--- src/rtl/saes_key_expand.sv ---
// S-AES key schedule: latches a 16-bit cipher key on start and streams round
// keys K0, K1, K2 over a valid/ready handshake, one expansion step per transfer.

module saes_sbox_nib (
    input  logic [3:0] nib,
    output logic [3:0] sub
);
    always_comb begin
        sub = 4'h0;
        case (nib)
            4'h0: sub = 4'h9;
            4'h1: sub = 4'h4;
            4'h2: sub = 4'hA;
            4'h3: sub = 4'hB;
            4'h4: sub = 4'hD;
            4'h5: sub = 4'h1;
            4'h6: sub = 4'h8;
            4'h7: sub = 4'h5;
            4'h8: sub = 4'h6;
            4'h9: sub = 4'h2;
            4'hA: sub = 4'h0;
            4'hB: sub = 4'h3;
            4'hC: sub = 4'hC;
            4'hD: sub = 4'hE;
            4'hE: sub = 4'hF;
            4'hF: sub = 4'h7;
            default: sub = 4'h0;
        endcase
    end
endmodule

module saes_key_expand #(
    parameter logic [7:0] RCON1 = 8'h80,
    parameter logic [7:0] RCON2 = 8'h30
) (
    input  logic        clk,
    input  logic        rst,
    input  logic        start,
    input  logic [15:0] key_in,
    input  logic        key_ready,
    output logic [15:0] key_out,
    output logic [1:0]  key_idx,
    output logic        key_valid,
    output logic        busy,
    output logic        done
);
    localparam int NUM_NIBS = 2;

    typedef enum logic {IDLE, EMIT} state_t;

    state_t      state, state_nxt;
    logic [15:0] key_nxt;
    logic [1:0]  idx_nxt;
    logic        valid_nxt, busy_nxt, done_nxt;

    logic [7:0]  rot_b, sub_b, rcon, a_new, b_new;

    // Next word pair is derived from the key currently presented, so the
    // expansion advances exactly once per accepted transfer.
    assign rot_b = {key_out[3:0], key_out[7:4]};

    genvar g;
    generate
        for (g = 0; g < NUM_NIBS; g++) begin : g_sbox
            saes_sbox_nib u_sbox (
                .nib (rot_b[g*4 +: 4]),
                .sub (sub_b[g*4 +: 4])
            );
        end
    endgenerate

    assign rcon  = (key_idx == 2'd0) ? RCON1 : RCON2;
    assign a_new = key_out[15:8] ^ rcon ^ sub_b;
    assign b_new = a_new ^ key_out[7:0];

    always_comb begin
        state_nxt = state;
        key_nxt   = key_out;
        idx_nxt   = key_idx;
        valid_nxt = key_valid;
        busy_nxt  = busy;
        done_nxt  = 1'b0;
        case (state)
            IDLE: begin
                if (start) begin
                    key_nxt   = key_in;
                    idx_nxt   = 2'd0;
                    valid_nxt = 1'b1;
                    busy_nxt  = 1'b1;
                    state_nxt = EMIT;
                end
            end
            EMIT: begin
                if (key_ready) begin
                    // idx 3 is unreachable; treat it as final so the FSM cannot stall
                    if (key_idx >= 2'd2) begin
                        valid_nxt = 1'b0;
                        busy_nxt  = 1'b0;
                        done_nxt  = 1'b1;
                        state_nxt = IDLE;
                    end else begin
                        key_nxt = {a_new, b_new};
                        idx_nxt = key_idx + 2'd1;
                    end
                end
            end
            default: state_nxt = IDLE;
        endcase
    end

    always_ff @(posedge clk or posedge rst) begin
        if (rst) begin
            state     <= IDLE;
            key_out   <= 16'h0;
            key_idx   <= 2'd0;
            key_valid <= 1'b0;
            busy      <= 1'b0;
            done      <= 1'b0;
        end else begin
            state     <= state_nxt;
            key_out   <= key_nxt;
            key_idx   <= idx_nxt;
            key_valid <= valid_nxt;
            busy      <= busy_nxt;
            done      <= done_nxt;
        end
    end
endmodule

--- config.mk ---
export PLATFORM = sky130hd
export DESIGN_NAME = saes_key_expand
export DESIGN_NICKNAME = d
export VERILOG_FILES = /design/src/rtl/saes_key_expand.sv
export SDC_FILE = /design/constraint.sdc
export NUM_CORES = 1
export LEC_CHECK = 0
export CAP_MARGIN = 25
export CORE_MARGIN = 8
export CORE_UTILIZATION = 40
export CTS_BUF_LIST = sky130_fd_sc_hd__clkbuf_4 sky130_fd_sc_hd__clkbuf_8
export DETAILED_ROUTE_END_ITERATION = 16
export PLACE_DENSITY_LB_ADDON = 0.1
export SLEW_MARGIN = 20
export SYNTH_ARGS = -nofsm -noshare
export SYNTH_HDL_FRONTEND = slang
export SYNTH_SLANG_ARGS = --single-unit
--- constraint.sdc ---
create_clock -name clk -period 3.8 [get_ports clk]
set_clock_uncertainty 0.05 [all_clocks]
set_input_delay 0.76 -clock clk [delete_from_list [all_inputs] [get_ports clk]]
set_output_delay 0.76 -clock clk [all_outputs]
set_load 0.02 [all_outputs]
# Word-level counts from Yosys, hierarchy flattened
# Memories as Yosys holds them, arrays and structs flattened.
# Cells that the tools add are included.
dict set report totals {
  ff_bits 21
  elab_cells 40
  input_bits 20
  out_inout_bits 21
  rom_bits 128
  n_memories 2
}
dict set report classes {
  n_bitwise 4
  n_reduce_logical 3
  n_addsub 1
  eq_ne 4
  magnitude_cmp 1
  mux 20
}
# name words word_bits read_ports rd_ports_with_merged_regs write_ports line_no
set mem_list {}
lappend mem_list {{(name not given)} 16 4 1 0 0 10} ;# case (nib)
lappend mem_list {{(name not given)} 16 4 1 0 0 10}
# cell count
set op_table {}
lappend op_table {{2-to-1 mux 16 bit} 3}
lappend op_table {{case mux 16 bit (2 select lines)} 1}
lappend op_table {{bitwise XOR 8 bit} 3}
lappend op_table {{2-to-1 mux 1 bit} 9}
lappend op_table {{2-to-1 mux 8 bit} 1}
lappend op_table {{2-to-1 mux 2 bit} 3}
lappend op_table {{!= test 2 bit (second input constant)} 3}
lappend op_table {{AND reduction 3 bit} 2}
lappend op_table {{case mux 1 bit (2 select lines)} 2}
lappend op_table {{case mux 2 bit (2 select lines)} 1}
lappend op_table {{adder 2 x 1 -> 2 bit (second input constant)} 1}
lappend op_table {{>= comparator 2 bit (second input constant)} 1}
lappend op_table {{logical NOT 2 bit} 1}
lappend op_table {{!= test 2 x 1 -> 1 bit (second input constant)} 1}
lappend op_table {{inverter 1 bit} 1}

# Depth between registers and ports, before layout
dict set report logic_depth {
  depth_word 8
  depth_mapped 8
  ltp_nobuf 7
}

# Modules after synthesis
# From an unflattened synthesis, not the netlist that was laid out.
dict set report unflattened {
  hier_cells 183
  area_unflattened_um2 1671.6
}
# module area_each_um2 instances seq_area_each_um2 cells_each
set modules_own_cells {}
lappend modules_own_cells {saes_key_expand 1253.7 1 525.5 133}
lappend modules_own_cells {saes_sbox_nib 209.0 2 0.0 25}

# Worst setup path after synthesis
# No wires, ideal clock.
dict set report synth_timing {
  path_type {register -> register}
  startpoint {reg key_out[1]}
  endpoint {reg key_out[4]}
  stages_incl_launch_ff 8
  t_required_ns 3.663
  period_less_slack_ns 2.184
  path_buffers 0
  setup_ns 0.087
  path_slack_ns 1.616
  arrival_ns 2.047
  cell_sequence {dfrtp_1 > inv_1 > ha_1 > inv_1 > mux4_2 > xnor3_1 > a31o_2 > a22oi_1}
}
dict set report synth_via {
  elab_chain_len 6
}
# item line_no
set synth_lines {}
lappend synth_lines {{from (decl)} 41} ;# output logic [15:0] key_out,
lappend synth_lines {{from (signal assigned)} 121} ;# key_out <= key_nxt;
lappend synth_lines {{memory read (16 x 4 bit)} n/a}
lappend synth_lines {{bitwise XOR 8 bit} 73} ;# assign a_new = key_out[15:8] ^ rcon ^ sub_b;
lappend synth_lines {{bitwise XOR 8 bit} 74} ;# assign b_new = a_new ^ key_out[7:0];
lappend synth_lines {{2-to-1 mux 16 bit} 96} ;# if (key_idx >= 2'd2) begin
lappend synth_lines {{2-to-1 mux 16 bit} 94} ;# if (key_ready) begin
lappend synth_lines {{case mux 16 bit (2 select lines)} 83} ;# case (state)
# No other way between the ends. The select of a mux whose other input is x is not followed.
# A chain may end at the register's enable or synchronous reset.

# Final worst setup path
dict set report layout_timing {
  startpoint {in key_ready}
  endpoint {reg key_out[0]}
}
dict set report layout_via {
  elab_chain_len 2
}
# item line_no
set layout_lines {}
lappend layout_lines {{from (decl)} 40} ;# input logic key_ready,
lappend layout_lines {{!= test 2 bit (no source line)} n/a}
lappend layout_lines {{AND reduction 3 bit (no source line)} n/a}
# No other way between the ends.

==> impl_metrics.py <==
metrics = {
    "power_and_ir_drop": {
        "intPower_w": 0.00117,
        "power.switching_w": 0.00106,
        "vdd_drop_max_mv": 0.371,
        "clkPwrFrac": 0.066,
        "swShare": 0.474,
        "p_per_area_mw_per_mm2": 1050,
        "pwr-share-seq": 0.245,
        "p_leak_nw": 0.925,
        "combPwrFrac": 0.689,
    },
    "synthesis": {
        "synth_fp_nets": 218,
        "synth-seq-cells": 21,
        "synthesis.area_mm2": 0.00166,
        "netlist.area_leader.share": 0.316,
        "ys_types": 45,
        "syn-instance-count": 182,
        "ys_seq_area_frac": 0.316,
        "synth_area_leader_cell": "dfrtp_1",
        "synth_area_leaders": "dfrtp_1 32%, ha_1 12%, a21oi_1 4.8%",
        "syn_area_per_cell_um2": 9.13,
        "synthesis.yosys.warnings": 0,
    },
    "critical_path": {
        "cp_max_fo": 22,
        "rr_worst_depth": 7,
        "reg2reg_to": "key_out[4]",
        "reg2reg_slack_ns": 1.53,
        "critical_path_class": "primary input to flip-flop",
        "cp.arrival_ns": 2.56,
        "startpoint_type": "primary input",
        "r2r_start": "key_out[1]",
        "endpoint_kind": "flip-flop",
        "required_ns": 3.92,
    },
    "clocking": {
        "insertion_delay_ns": 0.26,
        "clk_pin_slew_ns": 0.08,
        "cts_num_sinks": 21,
        "clock_path_buffers": 2,
        "cts_buffers": 3,
        "htreeDepth": 1,
        "cts_root_buf": "clkbuf_8",
        "cts_tree": "built",
        "cts.repair.resized": 0,
        "cts_setup_buffers": 0,
        "cts_hold_buf": 0,
    },
    "timing": {
        "finalSetupViolCount": 0,
        "period_share": 0.643,
        "rsz0062_at_grt": "no",
        "setup_slack_ns": 1.36,
        "fmax_mhz": 409,
        "slew_violations": 0,
        "setup-tns-final_ns": 0,
        "hold_violations": 0,
        "period_needed_ns": 2.44,
        "worstMarginPinSlew_ns": 0.873,
        "relSlewSlack": 0.418,
    },
    "floorplan": {
        "io_pins": 41,
        "die_x_um": 80.5,
        "die_y_um": 80.5,
        "start_util": 0.415,
        "coreArea_mm2": 0.00400,
        "num_rows": 23,
        "fp.dieArea_mm2": 0.00647,
    },
    "run_status": {
        "status": "finished clean",
    },
    "grt": {
        "antenna_found_initial": 0,
        "overflow": 0,
        "first_global_vias": 1407,
        "track_usage": 0.134,
        "grt_pass1_wl_mm": 6.92,
        "grt_max_degree": 23,
    },
    "worst_hold_path": {
        "worstHoldPathType": "flip-flop to flip-flop",
        "min_from": "busy",
        "min_to": "busy",
        "holdPathStages": 2,
    },
    "final_layout": {
        "final_cell_mix": "40 x clkdlybuf4s50_1, 21 x dfrtp_1, 16 x nand2_1, 16 x a21oi_1, 16 x ha_1",
        "drive_above_1_share": 0.0605,
        "nets": 252,
        "final_common_cell": "clkdlybuf4s50_1",
        "final_cells": 265,
        "nFillCells": 370,
        "fin_util": 0.533,
        "diodes": 0,
        "area_delta_synth_final_pct": 28.4,
    },
    "placement": {
        "io_buffers": 40,
        "hpwl_mm": 3.21,
        "dp_slack_ns": 1.08,
        "gp_congestion": 0.770,
        "dp_cells": 261,
    },
    "drt": {
        "first_pass_iters": 4,
        "drt-initial-drc-count": 78,
        "via_count": 1434,
        "routedWlPerCell_um": 15.9,
        "via_per_inst": 5.41,
        "antenna_left": 0,
        "drc": 0,
        "routed_wl_mm": 4.22,
    },
    "job": {
        "max-cap-violations": 0,
    },
}
-- metrics by stage --
step | hold WS, ns | total power, W | cell area [um^2]
2_1_floorplan | 0.507 | 0.00163 | 1660
3_3_place_gp | 0.469 | 0.00201 | 2060
3_5_place_dp | 0.476 | 0.00210 | 2090
4_1_cts | 0.499 | 0.00225 | 2130
5_1_grt | 0.526 | 0.00243 | 2130
6_report | 0.491 | 0.00223 | 2130
-- layer usage --
layer	GRT usage	vias up	wire [um]
li1	-	706	-
met1	0.156	682	1860
met2	0.234	38	2070
met3	0.0391	8	247
met4	0.0327	0	50
met5	0	-	0
-- layout make-up --
class / instances / area (um^2) / area share
flip-flops and latches: 21 / 526 / 0.246
clock inverters: 1 / 5.00 / 0.00235
inverters: 15 / 56.3 / 0.0264
multi-input cells: 133 / 1010 / 0.472
well taps: 50 / 62.6 / 0.0293
clock buffers: 3 / 41.3 / 0.0194
repair buffers: 42 / 435 / 0.204
-- critical path, cell delays in order --
cell and delay, ns:
clkdlybuf4s50_1 0.50, nor3b_2 0.27, a21o_1 0.61, o22ai_1 0.19, a311oi_1 0.23
-- power groups by stage --
stage          combinational (W)  clock, W  sequential (W)
2_1_floorplan            0.00105         0        0.000576
3_3_place_gp             0.00145         0        0.000567
3_5_place_dp             0.00155         0        0.000550
4_1_cts                  0.00155  0.000154        0.000546
5_1_grt                  0.00169  0.000165        0.000574
6_report                 0.00154  0.000148        0.000546
-- synth_stat cells, drive strengths merged --
cell type / instances
a21o: 1
a21oi: 16
a22oi: 1
a2bb2oi: 4
a311oi: 1
a31o: 1
a31oi: 6
and3b: 1
buf: 6
clkbuf: 7
clkinv: 2
dfrtp: 21
ha: 16
inv: 13
mux2: 2
mux2i: 5
mux4: 2
nand2: 16
nand3: 1
nand3b: 2
nor2: 12
nor2b: 1
nor3: 2
nor3b: 2
nor4: 1
o211ai: 1
o21a: 1
o21ai: 9
o22ai: 10
o2bb2a: 1
o31ai: 1
or2: 1
or3: 3
xnor2: 8
xnor3: 1
xor2: 3
xor3: 1
-- state kept, by name, summed over array words and instances, names as in the netlist --
register / flops
key_out: 16
done: 1
state: 1
busy: 1
key_idx: 2
-- kinds of logic (layout without fill, tap and decap cells) --
logic type               after synthesis  after routing  synth area share
adder cells (fa/ha/maj)               16             16             0.120
XOR/XNOR                              13             13            0.0858
flip-flops                            21             21             0.316
AO/OA/AOI/OAI                         53             53             0.205
multiplexers                           9              9            0.0708
buffers and inverters                 28             61            0.0776
AND/OR/NAND/NOR                       42             42             0.124
-- how the worst max path moves through the flow --
stage / from / endpoint / cells after the start
2_1_floorplan: key_out[1] / key_out[4] / 7
3_3_place_gp: key_ready / key_out[13] / 6
6_report: key_ready / key_out[0] / 5
4_1_cts: key_ready / key_out[0] / 5
5_1_grt: key_ready / key_out[0] / 5
3_5_place_dp: key_ready / key_out[0] / 5
No activity file was read; power rests on OpenSTA's default activity.
==> edit 1 (same settings) <==
`key_out` no longer has a reset.
--- a/src/rtl/saes_key_expand.sv
+++ b/src/rtl/saes_key_expand.sv
@@ -112,5 +112,4 @@
         if (rst) begin
             state     <= IDLE;
-            key_out   <= 16'h0;
             key_idx   <= 2'd0;
             key_valid <= 1'b0;
@@ -119,5 +118,4 @@
         end else begin
             state     <= state_nxt;
-            key_out   <= key_nxt;
             key_idx   <= idx_nxt;
             key_valid <= valid_nxt;
@@ -126,4 +124,8 @@
         end
     end
+
+    always_ff @(posedge clk) begin
+        key_out <= key_nxt;
+    end
 endmodule
 
Function: changed (Yosys sat finds a counterexample within 4 cycles, from zero or initial values and one cycle with rst high).
==> edit 1 against the unedited design <==
Die area increased by 11%; sequential cell count grew 8; global-route usage down 0.96 points; worst setup slack got worse by 0.68 ns; routed wire length grew 0.12%; fmax decreased by 22%; synthesized area increased by 13%; non-clock buffer count is 7 higher; critical path depth increased by 2; final area increased by 15%; total power is 26% higher; register-to-register slack worse by 0.61 ns; worst hold slack better by 0.012 ns; largest power group unchanged.
==> edit 1: results (changes against the unedited design) <==
Timing
  – Fin crit share: 82.1% (was 64.3%)

Yosys
  – Sequential area share after synthesis: 40.7% (was 31.6%)
  – Ranking of synthesized cells by area: edfxtp_1, ha_1, dfxtp_1 (was dfrtp_1, ha_1, a21oi_1)
  – Syn_nets: 199 (was 218)
  – Synth unique cells: 40 (was 45)
  – Top cells by count, synth: edfxtp_1, nor2_1, ha_1 (was dfrtp_1, a21oi_1, ha_1, nand2_1)
  – Number of synthesized flops with an enable pin: 16 (was 0)

GRT
  – First-pass GRT wire length: 7160 um (was 6920 um)
  – Vias in the first global route: 1,456 (was 1,407)
  – Met2 Use GR: 21.3% (was 23.4%)
  – Largest net degree at the start of global routing: 31 (was 23)

Final layout
  – Fraction of area in non-clock buffers: 19.1% (was 20.4%)
  – Nonclk buf count: 49 (was 42)
  – Sequential cell area: 766 um^2 (was 526 um^2)
  – Layout clock area frac: 3.32% (was 2.17%)
  – Num sequential: 29 (was 21)
  – Synthesis-to-layout area growth: 30.2% (was 28.4%)
  – Clock buffers: 5 (was 3)
  – Inverters: 11 (was 15)
  – Multi-In Gates: 117 (was 133)

Status
  – Outcome: completed (unchanged)

Critical path
  – CP max stage cell: clkdlybuf4s50_1 (was a21o_1)
  – Crit path max fanout: 7 (was 22)
  – CP arrival: 3.23 ns (was 2.56 ns)

Place
  – DP HPWL: 3200 um (was 3210 um)
  – GPL Wtd Cong: 0.726 (was 0.770)

Power and ir drop
  – Worst VDD drop: 0.595 mV (was 0.371 mV)
  – Total power: 2810 uW (was 2230 uW)

Drt
  – Detail-routed net length per standard cell: 15.8 um (was 15.9 um)
  – Met3 WL: 204 um (was 247 um)
  – Routed wl met2: 2050 um (was 2070 um)
  – Total number of vias: 1,366 (was 1,434)

CTS
  – Worst-Skew Late Latency: 0.28 ns (was 0.26 ns)
[edit 1: final timing paths]
| path | startpoint | end | slack [ns] | cells past startpoint |
|---|---|---|---|---|
| min in group asynchronous | rst | key_idx[0] | 0.63 | 2 |
| setup reg to reg | key_idx[0] | g_sbox[0].u_sbox.sub[0] | 0.92 | 8 |
| hold reg to reg | busy | busy | 0.50 | 2 |
| max in group asynchronous | rst | state | 2.89 | 2 |
| setup / recovery | key_ready | g_sbox[0].u_sbox.sub[0] | 0.68 | 7 |
| hold / removal | busy | busy | 0.50 | 2 |
[edit 1: kinds of logic (layout without fill, tap and decap cells)]
| family | after synthesis | count (layout) | synth area share, % |
|---|---|---|---|
| buffers and inverters | 19 | 68 | 4.79 |
| and+or+nand+nor | 36 | 36 | 9.44 |
| muxes | 17 | 17 | 10.4 |
| DFF | 29 | 29 | 40.7 |
| adders and majority gates | 14 | 14 | 9.31 |
| xor gates and xnor gates | 18 | 18 | 14.4 |
| AOI/OAI and AO/OA | 32 | 32 | 11.0 |
==> edit 2 (config.mk and constraints unchanged) <==
Made on the original files. Change the parameter `RCON2` from 8'h30 to 8'h2F.
--- a/src/rtl/saes_key_expand.sv
+++ b/src/rtl/saes_key_expand.sv
@@ -32,5 +32,5 @@
 module saes_key_expand #(
     parameter logic [7:0] RCON1 = 8'h80,
-    parameter logic [7:0] RCON2 = 8'h30
+    parameter logic [7:0] RCON2 = 8'h2F
 ) (
     input  logic        clk,
Formal check against the unedited RTL: not equivalent (a bounded check fails within 4 cycles, from zero or initial values and one cycle with rst high).
==> edit 2 against the unedited design <==
Global-route usage grew 0.60 points; non-clock buffer count unchanged; sequential power hardly changed; via count up 4.5%; sequential cell count stayed put; synthesized area rose by 6.6%; final area up 4.5%; worst setup slack got worse by 0.026 ns; total power increased by 11%; worst hold slack lost 0.0012 ns; routed wire length up 7.6%; critical path type unchanged; largest cell class unchanged.
==> edit 2: results (changes against the unedited design) <==
Status
  – Outcome: completed (unchanged)

GRT
  – Gr usage total: 14.0% (was 13.4%)
  – Largest net degree at the start of global routing: 26 (was 23)
  – First-pass GRT wire length: 7560 um (was 6920 um)

Critical path
  – Setup crit end: key_out[3] (was key_out[0])
  – CP peak stage delay: 0.79 ns (was 0.61 ns)
  – Reg-to-reg startpoint: key_out[0] (was key_out[1])
  – Crit path max fanout: 11 (was 22)
  – Critical path launch point: start (was key_ready)
  – CP max stage cell: a31oi_1 (was a21o_1)
  – R2r setup slk: 1.43 ns (was 1.53 ns)
  – Delay-heaviest family, CP: compound AO/OA/AOI/OAI gates (unchanged)
  – R2r endpoint: key_out[5] (was key_out[4])

Power and ir drop
  – P_leak: 0.000968 uW (was 0.000925 uW)
  – Worst VDD drop: 0.419 mV (was 0.371 mV)

Final layout
  – Nets: 253 (was 252)
  – Layout cell share with drive strength beyond 1: 10.2% (was 6.05%)
  – Fillers: 395 (was 370)
  – Biggest regs: key_out: 16 flops, key_idx: 2 flops (unchanged)
  – Antenna diode count: 0 (unchanged)

CTS
  – Post-CTS Setup Inserts: 0 (unchanged)
  – H-tree Lvls: 1 (unchanged)
  – Clock transition at path regs: 0.09 ns
  – Worst-Skew Late Latency: 0.26 ns (about the same)

Drt
  – Final WL: 4540 um (was 4220 um)
  – Total number of vias: 1,499 (was 1,434)
  – DRT iter0 DRCs: 75 (was 78)

Yosys
  – Synth unique cells: 46 (was 45)
  – Top cells by count, synth: dfrtp_1, ha_1, nand2_1 (was dfrtp_1, a21oi_1, ha_1, nand2_1)
  – Sequential area share after synthesis: 29.7% (was 31.6%)
  – Asr flop ratio synth: 100% (unchanged)
  – Ranking of synthesized cells by area: dfrtp_1, ha_1, mux2i_1 (was dfrtp_1, ha_1, a21oi_1)

Hold path
  – Hold Crit Start: busy (unchanged)
  – Hold Path Cell Cnt: 2 (unchanged)

Place
  – DP HPWL: 3500 um (was 3210 um)
  – GPL Wtd Cong: 0.865 (was 0.770)

Timing
  – Measured slew at the worst slew-check pin: 1.04 ns (was 0.873 ns)
## edit 2: layer usage
layer	vias up	global-route usage (%)	routed length [um]
met1	750	18.2	1980
met3	4	2.38	231
met5	-	0	0
li1	715	-	-
met2	30	24.0	2300
met4	0	2.59	31
## edit 2: area by class of cell
class | instances | area [um^2] | area share, %
clock buffers | 3 | 41.3 | 1.85
clock inverters | 1 | 5.00 | 0.224
inverters | 12 | 45.0 | 2.02
multi-input cells | 137 | 1130 | 50.8
flip-flops and latches | 21 | 526 | 23.6
well taps | 52 | 65.1 | 2.92
repair buffers | 42 | 415 | 18.6
## edit 2: worst register-to-register path: cells and delay by family (launching register included)
family,cells,cell delay [ns]
DFF,1,0.52
adders and majority gates,1,0.23
buffers and inverters,1,0.14
AOI/OAI and AO/OA,3,0.83
and+or+nand+nor,1,0.18
xor gates and xnor gates,1,0.31
## edit 2: kinds of logic (layout without fill, tap and decap cells)
kind of cell             count (synthesis)  count (layout)  share of synthesized area [%]
multiplexers                            10              10                           7.13
AO/OA/AOI/OAI                           51              51                           21.0
adder cells (fa/ha/maj)                 16              16                           11.3
flip-flops                              21              21                           29.7
AND/OR/NAND/NOR                         43              43                           12.1
buffers and inverters                   24              58                           6.71
XOR/XNOR                                17              17                           12.0
## edit 2: metrics by stage
step                      instance area (um^2)  setup slack, ns  cells  power (uW)  hold slack (ns)
after floorplan                           1770             1.64    182        1860            0.576
after global placement                    2180             1.17    264        2260            0.493
after detailed placement                  2180             1.01    264        2330            0.482
after CTS                                 2230             1.32    268        2500            0.501
after global routing                      2230             1.24    268        2680            0.518
final                                     2230             1.33    268        2470            0.490
## edit 2: report_power, final
part / switching, uW / internal [uW]
registers: 210 / 339
logic: 867 / 899
clock network: 80.1 / 73.1
total: 1160 / 1310
